<file path="config.mk">
export PLATFORM = sky130hd
export DESIGN_NAME = avalon_master_arbiter
export DESIGN_NICKNAME = d
export VERILOG_FILES = /design/src/rtl/avalon_master_arbiter.sv
export SDC_FILE = /design/constraint.sdc
export NUM_CORES = 1
export LEC_CHECK = 0
export ABC_CLOCK_PERIOD_IN_PS = 2900
export CAP_MARGIN = 25
export CORE_AREA = 2 2 72 74
export DETAILED_ROUTE_END_ITERATION = 6
export DIE_AREA = 0 0 74 76
export PLACE_DENSITY_LB_ADDON = 0.12
export SLEW_MARGIN = 0
export SYNTH_ARGS = -nofsm -noshare
export SYNTH_HDL_FRONTEND = slang
export SYNTH_SLANG_ARGS = --single-unit
</file>
<file path="constraint.sdc">
create_clock -name clk -period 2.9 [get_ports clk]
set_input_delay 0.725 -clock clk [delete_from_list [all_inputs] [get_ports clk]]
set_output_delay 0.725 -clock clk [all_outputs]
set_load 0.05 [all_outputs]
</file>
<file path="src/rtl/avalon_master_arbiter.sv">
// avalon_master_arbiter
//   Shares one fixed-latency Avalon-MM register slave between MASTERS requesters.
//   A round-robin arbiter grants one read or write per cycle, combinationally in the
//   request cycle. Losing masters are stalled with waitrequest. Each accepted read
//   pushes the winner's ID into an in-flight pipeline, so the read response is
//   steered back to the master that issued it.
//
// Ports
//   clk, reset        clock; asynchronous active-high reset
//   m_read/m_write    per-master read/write requests
//   m_address         packed word addresses, master i at [i*ADDRESSWIDTH +: ADDRESSWIDTH]
//   m_data_in         packed write data, master i at [i*BUSWIDTH +: BUSWIDTH]
//   m_waitrequest     per-master stall; high while requesting and not granted
//   m_read_valid      one-hot read response strobe
//   m_data_out        shared read data, qualified by m_read_valid
//   s_read/s_write    request to the slave
//   s_address         address to the slave
//   s_data_in         write data to the slave
//   s_read_valid      read response strobe from the slave
//   s_data_out        read data from the slave
//   grant_id          granted master, valid while s_read or s_write is high
//   protocol_error    sticky error flag, cleared only by reset
module avalon_master_arbiter #(
    parameter int unsigned MASTERS      = 2,
    parameter int unsigned BUSWIDTH     = 32,
    parameter int unsigned ADDRESSWIDTH = 4,
    parameter int unsigned LATENCY      = 1,
    localparam int unsigned IDW         = (MASTERS > 1) ? $clog2(MASTERS) : 1
) (
    input  logic                             clk,
    input  logic                             reset,
    input  logic [MASTERS-1:0]               m_read,
    input  logic [MASTERS-1:0]               m_write,
    input  logic [MASTERS*ADDRESSWIDTH-1:0]  m_address,
    input  logic [MASTERS*BUSWIDTH-1:0]      m_data_in,
    output logic [MASTERS-1:0]               m_waitrequest,
    output logic [MASTERS-1:0]               m_read_valid,
    output logic [BUSWIDTH-1:0]              m_data_out,
    output logic                             s_read,
    output logic                             s_write,
    output logic [ADDRESSWIDTH-1:0]          s_address,
    output logic [BUSWIDTH-1:0]              s_data_in,
    input  logic                             s_read_valid,
    input  logic [BUSWIDTH-1:0]              s_data_out,
    output logic [IDW-1:0]                   grant_id,
    output logic                             protocol_error
);

    // Registered state
    logic [IDW-1:0]              rr_ptr_q, rr_ptr_d;
    logic [LATENCY-1:0]          pipe_valid_q, pipe_valid_d;
    logic [LATENCY-1:0][IDW-1:0] pipe_id_q, pipe_id_d;
    logic                        prot_err_q, prot_err_d;

    // Arbitration
    logic [MASTERS-1:0] req;
    logic               any_grant;
    logic [IDW-1:0]     grant_idx;
    logic [IDW-1:0]     cand;
    logic               win_rd;
    logic               win_wr;
    logic               rw_conflict;

    // Response path
    logic               last_valid;
    logic [IDW-1:0]     last_id;
    logic               resp_ok;

    // Candidate index (ptr + offset) wrapped into 0..MASTERS-1.
    function automatic logic [IDW-1:0] wrap_idx(input int unsigned v);
        return IDW'(v % MASTERS);
    endfunction

    // Round-robin search starting at rr_ptr_q; the first requester found wins.
    always_comb begin
        req       = m_read | m_write;
        any_grant = 1'b0;
        grant_idx = '0;
        cand      = '0;
        for (int unsigned off = 0; off < MASTERS; off++) begin
            cand = wrap_idx(32'(rr_ptr_q) + off);
            if (!any_grant && req[cand]) begin
                any_grant = 1'b1;
                grant_idx = cand;
            end
        end
    end

    // Winner mux onto the slave side; everything idles at zero without a grant.
    always_comb begin
        m_waitrequest = req;
        win_rd        = 1'b0;
        win_wr        = 1'b0;
        s_address     = '0;
        s_data_in     = '0;
        for (int i = 0; i < int'(MASTERS); i++) begin
            if (any_grant && (grant_idx == IDW'(i))) begin
                m_waitrequest[i] = 1'b0;
                win_rd           = m_read[i];
                win_wr           = m_write[i];
                s_address        = m_address[i*ADDRESSWIDTH +: ADDRESSWIDTH];
                s_data_in        = m_data_in[i*BUSWIDTH +: BUSWIDTH];
            end
        end
        // Read and write together: the write goes through, the read is dropped.
        s_write     = win_wr;
        s_read      = win_rd & ~win_wr;
        rw_conflict = win_rd & win_wr;
        grant_id    = grant_idx;
    end

    // Pointer moves just past the winner; held when nobody is granted.
    always_comb begin
        rr_ptr_d = rr_ptr_q;
        if (any_grant) begin
            if (grant_idx == IDW'(MASTERS - 1)) begin
                rr_ptr_d = '0;
            end else begin
                rr_ptr_d = grant_idx + 1'b1;
            end
        end
    end

    // In-flight ID pipeline; one stage per cycle of slave read latency.
    always_comb begin
        pipe_valid_d    = '0;
        pipe_id_d       = '0;
        pipe_valid_d[0] = s_read;
        pipe_id_d[0]    = grant_idx;
        for (int i = 1; i < int'(LATENCY); i++) begin
            pipe_valid_d[i] = pipe_valid_q[i-1];
            pipe_id_d[i]    = pipe_id_q[i-1];
        end
    end

    // Response routing. A response without a matching in-flight read (or a
    // missing response) is not routed and latches the error flag.
    always_comb begin
        last_valid   = pipe_valid_q[LATENCY-1];
        last_id      = pipe_id_q[LATENCY-1];
        resp_ok      = s_read_valid & last_valid;
        m_read_valid = '0;
        for (int i = 0; i < int'(MASTERS); i++) begin
            m_read_valid[i] = resp_ok && (last_id == IDW'(i));
        end
        m_data_out     = s_data_out;
        prot_err_d     = prot_err_q | rw_conflict | (s_read_valid ^ last_valid);
        protocol_error = prot_err_q;
    end

    always_ff @(posedge clk or posedge reset) begin
        if (reset) begin
            rr_ptr_q     <= '0;
            pipe_valid_q <= '0;
            pipe_id_q    <= '0;
            prot_err_q   <= 1'b0;
        end else begin
            rr_ptr_q     <= rr_ptr_d;
            pipe_valid_q <= pipe_valid_d;
            pipe_id_q    <= pipe_id_d;
            prot_err_q   <= prot_err_d;
        end
    end

endmodule
</file>
==> metrics.md <==
| Metric | Value |
|---|---|
| Status | `completed` |
| Synth Area in Adders | `0.0142` |
| Synth Area in Simple Gates | `0.0684` |
| Setup TNS | `0 ps` |
| Ys Warns | `0` |
| FMAX | `~370 MHz` |
| Starting Density | `0.179` |
| R2R Setup Slk | `~1700 ps` |
| I/O Buffers | `about 120` |
| Initial antenna violation count | `0` |
| Most common cell after layout, fill and taps aside | `clkdlybuf4s50_1` |
| Syn_nets | `between 200 and 250` |
| Placed Area | `2380 sq um` |
| Mapped Avg Cell Area | `8.37 sq um` |
| Vias/cell | `~4.4` |
| Kind of critical path | `in -> out` |
| DRC viols | `0` |
| Initial DRC count | `21` |
| CTS H-tree lvls | `1` |
| Met2 Resource Use GR | `0.279` |
| Unrepaired setup endpoints after global routing | `no` |
| Worst EP arrival | `1980 ps` |
| CTS buffer count | `3` |
| Largest net degree at the start of global routing | `28` |
| Final number of setup-violating endpoints | `0` |
| Mapped cell area | `just under 900 sq um` |
| Ant. Diodes | `0` |
| Area share of xor/xnor cells in the synthesized design | `0` |
| Clk sinks | `4` |
| Crit share post-route | `0.933` |
| Fin. max-slew vios | `0` |
| Met1 GRT Util | `0.149` |
| Post-synthesis compound-gate area fraction | `0.434` |
| Drt pass-1 iters | `4` |
| Pwr Total | `between 1 and 1.5 mW` |
| Minimum period implied by the final worst setup slack | `2710 ps` |
| Total of max-cap violations | `0` |
| Setup crit end kind | `output port` |
| Post-synthesis async set-or-reset flop share | `1.00` |
| Fin util | `0.511` |
| Area of the core | `between 4000 and 5000 sq um` |
| Multiplexer share of the synthesized area | `0` |
| Clock Path Buffers | `2` |
| Post-CTS Hold Buffers | `0` |
| Startpoint Class | `input pin` |
| Worst min path class | `reg -> reg` |
| Synthesized instance count | `around 110` |
| Power per cell area | `511 nW/um^2` |
| CTS tree | `built` |
| Hold Fails Final Rpt | `0` |
| Clock transition at path regs | `30 ps` |
| Die Y-Extent | `roughly 76 microns` |
| First-pass GRT wire length | `~6300 microns` |
| Root Driver | `clkbuf_8` |
| Vias in the first global route | `between 1000 and 1500` |
| Routability cong. | `0.845` |
| Avg WL per Cell | `roughly 15 microns` |
| EDFF count, synth | `0` |
| Crit-path max FO | `19` |
| Fraction of layout cells with a size suffix above 1 | `0.317` |
| Worst-Margin Slew | `504 ps` |
| Final clock skew | `between 2 and 3 ps` |
| Area Overhead vs Synth | `186%` |
| Largest family of logic cells by synthesized area | `compound AO/OA/AOI/OAI gates` |
| Fin nets | `about 310` |
| CP required | `2170 ps` |
| Max VDD drop | `roughly 0.24 mV` |
| Routed Antenna Nets | `0` |
| Leak | `approximately 1.1 nW` |
| Vias | `1172` |
| Final wirelength | `~4100 microns` |
| Die area | `about 5600 sq um` |
| Post-synth cell types | `22` |
| Number of synthesized register bits | `4` |
| Worst skew pair latency | `between 200 and 250 ps` |
| Post-DP HPWL | `between 3000 and 4000 microns` |
| Met3 Usage GRT | `0.0489` |
| Finished Cell Area | `roughly 2500 sq um` |
| Dominant synthesized flop cell | `dfrtp_1` |
| Total gr overflow | `0` |
| Most frequent cells in the layout | `clkdlybuf4s50_1, buf_12, a22o_1` |
| Die Width | `roughly 74 microns` |
| Post-synthesis sequential area ratio | `0.114` |
| Slew Limit Headroom | `0.663` |
| Busiest layer in global routing | `met2` |
| I/O pin total | `187` |
| Num rows | `26` |
| Total track usage | `0.144` |
==> cell usage after synthesis, types with 2 or more instances <==
cell / count / share of area
nor2_1: 3 / 0.013
buf_6: 4 / 0.051
nor2b_1: 2 / 0.014
buf_4: 36 / 0.31
a21oi_1: 3 / 0.017
a22o_1: 36 / 0.36
dfrtp_1: 4 / 0.11
nand2_1: 3 / 0.013
==> final timing paths <==
kind	from	endpoint	cells past startpoint
setup / recovery	m_write[0]	s_data_in[10]	6
hold / removal	protocol_error	protocol_error	2
setup reg to reg	rr_ptr_q	last_valid	3
hold reg to reg	protocol_error	protocol_error	2
max in group asynchronous	reset	rr_ptr_q	2
min in group asynchronous	reset	protocol_error	2
==> state kept, by name (all words and copies together), names as in the netlist <==
name and count:
last_id 1, protocol_error 1, rr_ptr_q 1, last_valid 1
==> per-stage QoR <==
step / hold WS, ps / setup slack, ps / std cells
finish: 473 / 194 / 269
global route: 503 / 71.8 / 269
CTS: 480 / 17.0 / 269
detailed placement: 474 / -16.2 / 264
global placement: 453 / 9.87 / 264
floorplan: 491 / 139 / 105
==> where the power goes <==
part | internal [mW] | switching, mW
registers | 0.0628 | 0.00731
clock network | 0.0885 | 0.0293
logic | 0.561 | 0.534
==> worst max-delay path, stage by stage <==
cell           delay [ps]
dlygate4sd2_1         250
nor2_2                170
o22a_1                180
bufbuf_16             300
a22o_1                190
buf_12                140
==> layer usage <==
metal  up-vias  part of all wire
met5         -                 0
met4         0             0.013
met3         6             0.083
met2        72              0.57
met1       539              0.33
li1        555                 -
==> kinds of logic after synthesis <==
logic type      count (synthesis)
compound gates                 46
buf+inv                        42
simple gates                   12
flops                           4
fa+ha+maj                       1
==> layout make-up <==
cell class / instances / area [sq um]
repair buffers: 132 / 1780
flip-flops and latches: 4 / 100
clock buffers: 3 / 41.3
well taps: 70 / 87.6
inverters: 1 / 3.75
multi-input cells: 59 / 502
fillers: 437 / 2400
==> repair_timing <==
action,CTS,global route
pin swaps,26,1
endpoints found under the setup margin,4,36
resized for setup,8,2
cloned,1,0
setup buffers,1,0
No activity file was read; power rests on OpenSTA's default activity.
